## src/rtl/inst_queue_if.sv

```systemverilog
`default_nettype none
// ============================================================================
// Module      : inst_queue_if
// Description : Handshake bundle between the fetch/decode environment and the
//               instruction fetch queue.
//   push_i / pc_i / inst_i : fetched instruction entering the queue
//   flush_i                : discard every queued entry (taken branch)
//   ready_i                : decode accepts the head entry
//   valid_o / pc_o / inst_o: head entry presented to decode
//   full_o                 : stall request to fetch
//   count_o                : number of occupied entries
//   overflow_o             : sticky "a push was dropped" flag
//   Modport master: the fetch/decode side.  Modport slave: the queue.
// Revision    : 1.0 - initial release
// ============================================================================
interface inst_queue_if #(
  parameter int DATA_W = 32,
  parameter int ADDR_W = 9,
  parameter int DEPTH  = 4
);
  localparam int CNT_W = $clog2(DEPTH) + 1;

  logic              push_i;
  logic [ADDR_W-1:0] pc_i;
  logic [DATA_W-1:0] inst_i;
  logic              flush_i;
  logic              ready_i;
  logic              valid_o;
  logic [ADDR_W-1:0] pc_o;
  logic [DATA_W-1:0] inst_o;
  logic              full_o;
  logic [CNT_W-1:0]  count_o;
  logic              overflow_o;

  modport master (
    output push_i, pc_i, inst_i, flush_i, ready_i,
    input  valid_o, pc_o, inst_o, full_o, count_o, overflow_o
  );

  modport slave (
    input  push_i, pc_i, inst_i, flush_i, ready_i,
    output valid_o, pc_o, inst_o, full_o, count_o, overflow_o
  );
endinterface
`default_nettype wire

```

## src/rtl/inst_queue.sv

```systemverilog
`default_nettype none
// ============================================================================
// Module      : inst_queue
// Description : First-word-fall-through instruction fetch queue. Holds DEPTH
//               {pc, inst} entries in a circular buffer, presents the oldest
//               entry to decode, raises full as a fetch stall, and discards
//               everything on flush.
//   clk : clock, rising edge
//   rst : asynchronous active-high reset
//   bus : inst_queue_if.slave (push/flush/ready in, head/full/count/overflow out)
// Revision    : 1.0 - initial release
// ============================================================================
module inst_queue #(
  parameter int DATA_W = 32,
  parameter int ADDR_W = 9,
  parameter int DEPTH  = 4   // power of two, >= 2
) (
  input  logic          clk,
  input  logic          rst,
  inst_queue_if.slave   bus
);
  localparam int PTR_W = $clog2(DEPTH);
  localparam int CNT_W = PTR_W + 1;
  localparam logic [CNT_W-1:0] FULL_COUNT = CNT_W'(DEPTH);

  // Storage is deliberately not reset; the head registers below carry the
  // visible output so nothing unwritten ever reaches decode.
  logic [ADDR_W-1:0] pc_mem   [DEPTH];
  logic [DATA_W-1:0] inst_mem [DEPTH];

  logic [PTR_W-1:0]  rd_ptr;
  logic [PTR_W-1:0]  wr_ptr;
  logic [PTR_W-1:0]  rd_ptr_nxt;
  logic [CNT_W-1:0]  count;
  logic [CNT_W-1:0]  count_nxt;
  logic              overflow;
  logic [ADDR_W-1:0] head_pc;
  logic [DATA_W-1:0] head_inst;

  logic valid;
  logic full;
  logic pop;
  logic push_ok;
  logic drop;
  logic head_from_input;

  assign valid   = (count != '0);
  assign full    = (count == FULL_COUNT);
  assign pop     = valid & bus.ready_i & ~bus.flush_i;
  // A full queue still takes a push when decode frees a slot in the same cycle.
  assign push_ok = bus.push_i & ~bus.flush_i & (~full | pop);
  assign drop    = bus.push_i & ~bus.flush_i & full & ~pop;

  assign rd_ptr_nxt = pop ? (rd_ptr + 1'b1) : rd_ptr;

  // The incoming word becomes the new head when it lands in the slot the read
  // pointer will point at: empty queue, or a single entry being popped.
  assign head_from_input = push_ok & (rd_ptr_nxt == wr_ptr);

  always_comb begin
    count_nxt = count;
    case ({push_ok, pop})
      2'b10:   count_nxt = count + 1'b1;
      2'b01:   count_nxt = count - 1'b1;
      default: count_nxt = count;
    endcase
  end

  always_ff @(posedge clk) begin
    if (push_ok) begin
      pc_mem[wr_ptr]   <= bus.pc_i;
      inst_mem[wr_ptr] <= bus.inst_i;
    end
  end

  always_ff @(posedge clk or posedge rst) begin
    if (rst) begin
      rd_ptr    <= '0;
      wr_ptr    <= '0;
      count     <= '0;
      overflow  <= 1'b0;
      head_pc   <= '0;
      head_inst <= '0;
    end else if (bus.flush_i) begin
      // Flush leaves overflow and the (now ignored) head value untouched.
      rd_ptr <= '0;
      wr_ptr <= '0;
      count  <= '0;
    end else begin
      if (push_ok) begin
        wr_ptr <= wr_ptr + 1'b1;
      end
      rd_ptr <= rd_ptr_nxt;
      count  <= count_nxt;
      if (drop) begin
        overflow <= 1'b1;
      end
      // Head only reloads while something is queued, so an emptied queue
      // keeps showing its last entry.
      if (count_nxt != '0) begin
        if (head_from_input) begin
          head_pc   <= bus.pc_i;
          head_inst <= bus.inst_i;
        end else begin
          head_pc   <= pc_mem[rd_ptr_nxt];
          head_inst <= inst_mem[rd_ptr_nxt];
        end
      end
    end
  end

  assign bus.valid_o    = valid;
  assign bus.pc_o       = head_pc;
  assign bus.inst_o     = head_inst;
  assign bus.full_o     = full;
  assign bus.count_o    = count;
  assign bus.overflow_o = overflow;

endmodule
`default_nettype wire

```

## src/flat_wrapper.sv

```systemverilog
// flat-port wrapper written by rule: the top's interface ports become plain ports
module inst_queue_flat 
#(
  parameter int DATA_W = 32,
  parameter int ADDR_W = 9,
  parameter int DEPTH  = 4                        
)
  (clk, rst, bus_push_i, bus_pc_i, bus_inst_i, bus_flush_i, bus_ready_i, bus_valid_o, bus_pc_o, bus_inst_o, bus_full_o, bus_count_o, bus_overflow_o);
  inst_queue_if #(.DATA_W(DATA_W), .ADDR_W(ADDR_W), .DEPTH(DEPTH)) bus_i ();
  input  logic clk;
  input  logic rst;
  input wire logic [$bits(bus_i.push_i)-1:0] bus_push_i;
  input wire logic [$bits(bus_i.pc_i)-1:0] bus_pc_i;
  input wire logic [$bits(bus_i.inst_i)-1:0] bus_inst_i;
  input wire logic [$bits(bus_i.flush_i)-1:0] bus_flush_i;
  input wire logic [$bits(bus_i.ready_i)-1:0] bus_ready_i;
  output wire logic [$bits(bus_i.valid_o)-1:0] bus_valid_o;
  output wire logic [$bits(bus_i.pc_o)-1:0] bus_pc_o;
  output wire logic [$bits(bus_i.inst_o)-1:0] bus_inst_o;
  output wire logic [$bits(bus_i.full_o)-1:0] bus_full_o;
  output wire logic [$bits(bus_i.count_o)-1:0] bus_count_o;
  output wire logic [$bits(bus_i.overflow_o)-1:0] bus_overflow_o;
  assign bus_i.push_i = bus_push_i;
  assign bus_i.pc_i = bus_pc_i;
  assign bus_i.inst_i = bus_inst_i;
  assign bus_i.flush_i = bus_flush_i;
  assign bus_i.ready_i = bus_ready_i;
  assign bus_valid_o = bus_i.valid_o;
  assign bus_pc_o = bus_i.pc_o;
  assign bus_inst_o = bus_i.inst_o;
  assign bus_full_o = bus_i.full_o;
  assign bus_count_o = bus_i.count_o;
  assign bus_overflow_o = bus_i.overflow_o;
  inst_queue #(.DATA_W(DATA_W), .ADDR_W(ADDR_W), .DEPTH(DEPTH)) u_core (.clk(clk), .rst(rst), .bus(bus_i));
endmodule
```

## config.mk

```make
export PLATFORM = sky130hd
export DESIGN_NAME = inst_queue_flat
export DESIGN_NICKNAME = d
export VERILOG_FILES = /design/src/rtl/inst_queue_if.sv /design/src/rtl/inst_queue.sv /design/src/flat_wrapper.sv
export SDC_FILE = /design/constraint.sdc
export NUM_CORES = 1
export LEC_CHECK = 0
export ABC_AREA = 1
export CORE_MARGIN = 2
export CORE_UTILIZATION = 23
export CTS_CLUSTER_SIZE = 16
export DETAILED_ROUTE_END_ITERATION = 8
export HOLD_SLACK_MARGIN = 0.08
export PLACE_DENSITY = 0.43
export SLEW_MARGIN = 5
export SYNTH_ARGS = -nofsm -noshare
export SYNTH_HDL_FRONTEND = slang
export SYNTH_SLANG_ARGS = --single-unit
```

## constraint.sdc

```tcl
create_clock -name clk -period 4.1 [get_ports clk]
set_input_delay 1.025 -clock clk [delete_from_list [all_inputs] [get_ports clk]]
set_output_delay 1.025 -clock clk [all_outputs]
set_load 0.02 [all_outputs]
```

==> results of run 1 <==
per-stage QoR:
stage	util	instance area (um^2)	power [mW]
floorplan	-	9890	3.64
global placement	0.272	11500	4.48
detailed placement	0.272	11500	4.48
CTS	0.294	12400	7.01
global route	0.294	12400	7.25
finish	0.294	12400	6.88
registers in the layout (all words and copies together) (netlist names):
register	count
u_core.bus.inst_o	32
u_core.wr_ptr	2
u_core.inst_mem	128
u_core.pc_mem	36
u_core.bus.overflow_o	1
u_core.bus.count_o	3
u_core.rd_ptr	2
u_core.bus.pc_o	9
how the worst max path moves through the flow:
stage / start / end / slack [ns]
after CTS: u_core.bus.count_o[1]$_DFF_PP0_ / bus_full_o / 1.05
after floorplan: bus_ready_i / u_core.inst_mem[0][0]$_DFFE_PP_ / 0.50
after global placement: bus_flush_i / u_core.bus.inst_o[17]$_DFFE_PP0P_ / 0.60
after detailed placement: bus_flush_i / u_core.bus.inst_o[14]$_DFFE_PP0P_ / 0.54
final: bus_flush_i / u_core.bus.inst_o[13]$_DFFE_PP0P_ / 1.09
after global routing: bus_flush_i / u_core.bus.inst_o[13]$_DFFE_PP0P_ / 0.90
layer usage:
layer  GRT usage  vias up  part of all wire
li1            -     3599                 -
met1       0.178     3491              0.45
met2       0.233      130              0.49
met3      0.0215       26             0.046
met4      0.0277        0             0.015
met5           0        -                 0
layout make-up:
class                      count  area [um^2]
fill                        4434        29800
sequential                   213         6150
multi-input combinational    591         2770
timing repair buffer         120         1180
clock buffer                  35          746
inverter                     188          707
tap                          539          674
clock inverter                13          199
worst max-delay path, delay by kind of cell:
family | cells | cell delay, ns
simple gates | 8 | 0.94
fa+ha+maj | 1 | 0.38
buf+inv | 4 | 1.08
cell families (layout without fill, tap and decap cells):
kind of cell    count (synthesis)  in the layout  share of synthesized area
simple gates                  582            582                      0.265
buf+inv                       251            356                      0.104
flops                         213            213                      0.622
fa+ha+maj                       5              5                    0.00708
compound gates                  4              4                    0.00240
power groups by stage:
stage | clock network, mW | logic, mW | registers (mW)
floorplan | 0 | 0.681 | 2.95
global placement | 0 | 1.66 | 2.82
detailed placement | 0 | 1.67 | 2.81
CTS | 2.56 | 1.67 | 2.77
global route | 2.66 | 1.80 | 2.79
finish | 2.50 | 1.63 | 2.76
synthesized netlist by cell type:
library cell and n:
a31o_2 1, nand4_1 43, inv_2 4, clkbuf_1 5
o21ai_0 2, ha_1 4, nand2_1 305, edfxtp_1 164
nor2_1 8, nand3b_1 2, buf_2 53, dfrtp_1 49
fa_1 1, a21oi_1 1, nand2_2 6, buf_4 5
nand3_1 212, nand3_2 4, nor2_4 2, inv_1 184
==> results_dict.tcl, run 1 <==
set metrics [dict create \
    status "complete, no violations" \
    hp-start "u_core.bus.overflow_o$_DFFE_PP0P_" \
    drive_above_1_share 0.0802 \
    die_area_um2 44700 \
    vias 7246 \
    skew_ns 0.0208 \
    reg2reg_slack_ns 1.50 \
    fin_crit_ns 3.01 \
    synth_area_leaders "edfxtp_1, dfrtp_1, nand2_1" \
    dpl.cell_count 1651 \
    synth_top_area_share 0.498 \
    worst-path-max-fanout 26 \
    hold_buffers 0 \
    drtAntennaViolNets 0 \
    tightest_slew_ns 1.03 \
    synthToLayoutAreaGrowth_pct 25.6 \
    r2r_end "u_core.bus.inst_o[13]$_DFFE_PP0P_" \
    cp-start-kind "primary input" \
    drcViolationCount 0 \
    setup_ws_ns 1.09 \
    drt-pass1-iter-count 4 \
    dp_slack_ns 0.536 \
    sw_frac_of_total 0.301 \
    wl_mm 29.7 \
    worst_hold_slack_ns 0.484 \
    cts_tree "done" \
    die_h_um 211 \
    grt.overflow.total 0 \
    end_kind "flop" \
    min_period_over_period 0.734 \
    place_congestion 0.706 \
    wl_per_cell_um 17.5 \
    cts_setup_buffers 0 \
    arrival_ns 3.48 \
    drv_slew 0 \
    hold_path_class "reg2reg" \
    synth.largest_area_cell "edfxtp_1" \
    p_sw_mw 2.07 \
    finalHoldViolations 0 \
    rsz0062_at_grt "false" \
    nets 1191 \
    clk_pin_slew_ns 0.06 \
    leakage_nw 5.59 \
    intPower_mw 4.81 \
    slew_headroom 0.311 \
    max_freq_mhz 332 \
    cap_violations 0 \
    cts_inserted_buffers 26 \
    ios 93 \
    viasPerCell 4.26 \
    avgSynthCellArea_um2 9.38 \
    worst_ir_drop_vdd_v 0.000329 \
    cts_sinks 213 \
    pwr-share-clk 0.363 \
    finalNonFillerCells 1699 \
    initial_core_util 0.234 \
    syn_inst 1055 \
    rr_startpoint "u_core.bus.count_o[1]$_DFF_PP0_" \
    drtIter0Drc 364 \
    grt_start_max_net_pins 59 \
    cpMostUsedCell "nand2_1" \
    cts_buffer_depth 3 \
    htreeDepth 1 \
    yosysSeqAreaShare 0.622 \
    post_cts_resized 0 \
    dpl.hpwl_mm 17.8 \
    crit_chain "clkdlybuf4s50_1, nor2_4, nand3_1, inv_1, fa_1, inv_1, nand4_1, nand2_1, nand2_1, nand3_2, buf_4, nand4_1, nand2_1" \
    grt_pass1_vias 7255 \
    worstHoldEndpoint "u_core.bus.overflow_o$_DFFE_PP0P_" \
    die_x_um 211 \
    fp-row-count 75 \
    antennaDiodeCount 0 \
    comb_power_share 0.236 \
    antenna_found_initial 0 \
    worstHoldPathCells 1 \
    mostFrequentLayoutCell "nand2_1" \
    crit_required_ns 4.57 \
    grt_first_pass_wirelength_mm 45.6 \
    clock_latency_ns 0.53 \
    track_usage 0.135 \
    syn-num-nets 1106 \
    cpPeakStageDelay_ns 0.58 \
    r2r_cells 13 \
    ys_warn_count 0 \
    synth_cell_type_count 20 \
    cts_root_buf "clkbuf_16" \
    syn-cell-area_um2 9890 \
    worst_path_max_delay_cell "clkdlybuf4s50_1" \
    io_buffers 92 \
    core_area_um2 42200 \
    powerDensity_nw_per_um2 554 \
    p_seq_frac 0.401 \
    setup_viol 0 \
    fin_tns_setup_ns 0 \
    layout_common_cells "nand2_1, nand3_1, inv_1" \
    yosys_register_bits 213 \
    critical_path_class "in2reg" \
]
No activity file was read; power rests on OpenSTA's default activity.
==> run 2, diff against run 1 <==
- PLACE_DENSITY: 0.43 -> 0.44
- clock period: 4.1 -> 2.5 ns (I/O delays scaled with it)
==> run 2 against run 1 <==
Against the previous run: hold slack improved by 0.0077 ns; sequential power rose by 62%; critical path depth fell by 9; flip-flop and latch count did not move; non-clock buffer count rose by 34; utilization rose by 0.73 points; cell count rose by 1.8%; wire length fell by 4.8%; die area did not move; via count rose by 1.2%; clock power rose by 43%; critical path type is now reg2out.
==> results_dict.tcl, run 2 (synthesis gave the netlist of run 1 again) <==
set metrics [dict create \
    arrival_ns 1.72 \
    viasPerCell 4.24 \
    synthToLayoutAreaGrowth_pct 28.7 \
    drt-pass1-iter-count 5 \
    grt_start_max_net_pins 50 \
    rr_startpoint "u_core.bus.count_o[0]$_DFF_PP0_" \
    die_area_um2 44700 \
    drv_slew 0 \
    drtAntennaViolNets 0 \
    initial_core_util 0.234 \
    r2r_end "u_core.bus.inst_o[7]$_DFFE_PP0P_" \
    fp-row-count 75 \
    vias 7336 \
    nets 1224 \
    hold_path_class "reg2reg" \
    wl_mm 28.2 \
    finalHoldViolations 0 \
    die_x_um 211 \
    largest_register_ffs 128 \
    io_buffers 92 \
    grt_pass1_vias 7401 \
    clock_latency_ns 0.52 \
    cap_violations 0 \
    fin_crit_ns 2.34 \
    utilization 0.302 \
    clk_pin_slew_ns 0.06 \
    setup_viol 0 \
    cts_sinks 213 \
    cts_setup_buffers 0 \
    cts_inserted_buffers 25 \
    ios 93 \
    place_congestion 0.714 \
    critPathLaunch "u_core.bus.count_o[0]$_DFF_PP0_" \
    finalNonFillerCells 1730 \
    powerDensity_nw_per_um2 851 \
    worst-path-max-fanout 5 \
    mostFrequentLayoutCell "nand2_1" \
    dpl.cell_count 1685 \
    worstHoldPathCells 1 \
    dpl.hpwl_mm 18.0 \
    fin_tns_setup_ns 0 \
    htreeDepth 1 \
    leakage_nw 5.77 \
    tightest_slew_ns 0.345 \
    crit_required_ns 1.88 \
    die_h_um 211 \
    regMostFlops "u_core.inst_mem" \
    endpoint "bus_full_o" \
    slew_headroom 0.770 \
    rsz0062_at_grt "false" \
    worst_hold_slack_ns 0.492 \
    cts_tree "done" \
    grt.overflow.total 0 \
    worst_ir_drop_vdd_v 0.000374 \
    min_period_over_period 0.938 \
    post_cts_resized 2 \
    grt_first_pass_wirelength_mm 44.2 \
    track_usage 0.129 \
    layout_common_cells "nand2_1, nand3_1, inv_1" \
    status "complete, no violations" \
    cts_buffer_depth 3 \
    antennaDiodeCount 0 \
    cp-start-kind "flop" \
    drive_above_1_share 0.0991 \
    end_kind "output pin" \
    dp_slack_ns -0.274 \
    n_fill_cell 4460 \
    critical_path_class "reg2out" \
    drcViolationCount 0 \
    reg2reg_slack_ns 0.29 \
    drtIter0Drc 447 \
    core_area_um2 42200 \
    r2r_cells 14 \
    cts_root_buf "clkbuf_16" \
    wl_per_cell_um 16.3 \
    hold_buffers 0 \
    antenna_found_initial 0 \
    max_freq_mhz 427 \
    skew_ns 0.0194 \
    setup_ws_ns 0.156 \
]
## run 2: cell count changes in the layout (fill, tap and decap cells not counted), sizes merged
cell	change
clkdlybuf4s50	-2
inv	+1
buf	+34
bufinv	-2
clkinv	+4
clkinvlp	-2
clkbuf	-4
dlygate4sd2	+2
## run 2: per-stage QoR
stage | cell area (um^2) | power [mW]
6_report | 12700 | 10.8
5_1_grt | 12700 | 11.4
4_1_cts | 12700 | 11.1
3_5_place_dp | 11900 | 7.42
3_3_place_gp | 11900 | 7.41
2_1_floorplan | 9900 | 5.96
## run 2: final cells by class
class | instances | area, um^2 | share of cell area
Multi-Input combinational cell | 591 | 2770 | 0.217
Timing Repair Buffer | 154 | 1650 | 0.129
Clock buffer | 31 | 648 | 0.0509
Clock inverter | 14 | 140 | 0.0110
Tap cell | 539 | 674 | 0.0530
Sequential cell | 213 | 6150 | 0.483
Inverter | 188 | 706 | 0.0554
## run 2: critical path, stage by stage (launching register included)
cell	delay, ns
dfrtp_1	0.45
nor2_1	0.17
nand2_1	0.12
inv_1	0.11
dlygate4sd2_1	0.35
## run 2: metal layers
metal / part of all wire / GRT usage
met4: 0.018 / 0.0274
met1: 0.45 / 0.172
met3: 0.036 / 0.0171
met2: 0.50 / 0.225
met5: 0 / 0
## run 2: where the power goes
part,internal [mW],switching [mW],leakage [nW]
Sequential,4.22,0.253,2.10
Combinational,1.17,1.61,3.28
Clock,2.14,1.44,0.385
Total,7.53,3.31,5.77
## run 2: worst min-delay path by stage
stage	slack (ns)	startpoint	to
after detailed placement	0.50	u_core.bus.overflow_o$_DFFE_PP0P_	u_core.bus.overflow_o$_DFFE_PP0P_
after global placement	0.50	u_core.bus.overflow_o$_DFFE_PP0P_	u_core.bus.overflow_o$_DFFE_PP0P_
after global routing	0.52	u_core.bus.overflow_o$_DFFE_PP0P_	u_core.bus.overflow_o$_DFFE_PP0P_
final	0.49	u_core.bus.overflow_o$_DFFE_PP0P_	u_core.bus.overflow_o$_DFFE_PP0P_
after floorplan	0.59	u_core.bus.overflow_o$_DFFE_PP0P_	u_core.bus.overflow_o$_DFFE_PP0P_
after CTS	0.51	u_core.bus.overflow_o$_DFFE_PP0P_	u_core.bus.overflow_o$_DFFE_PP0P_
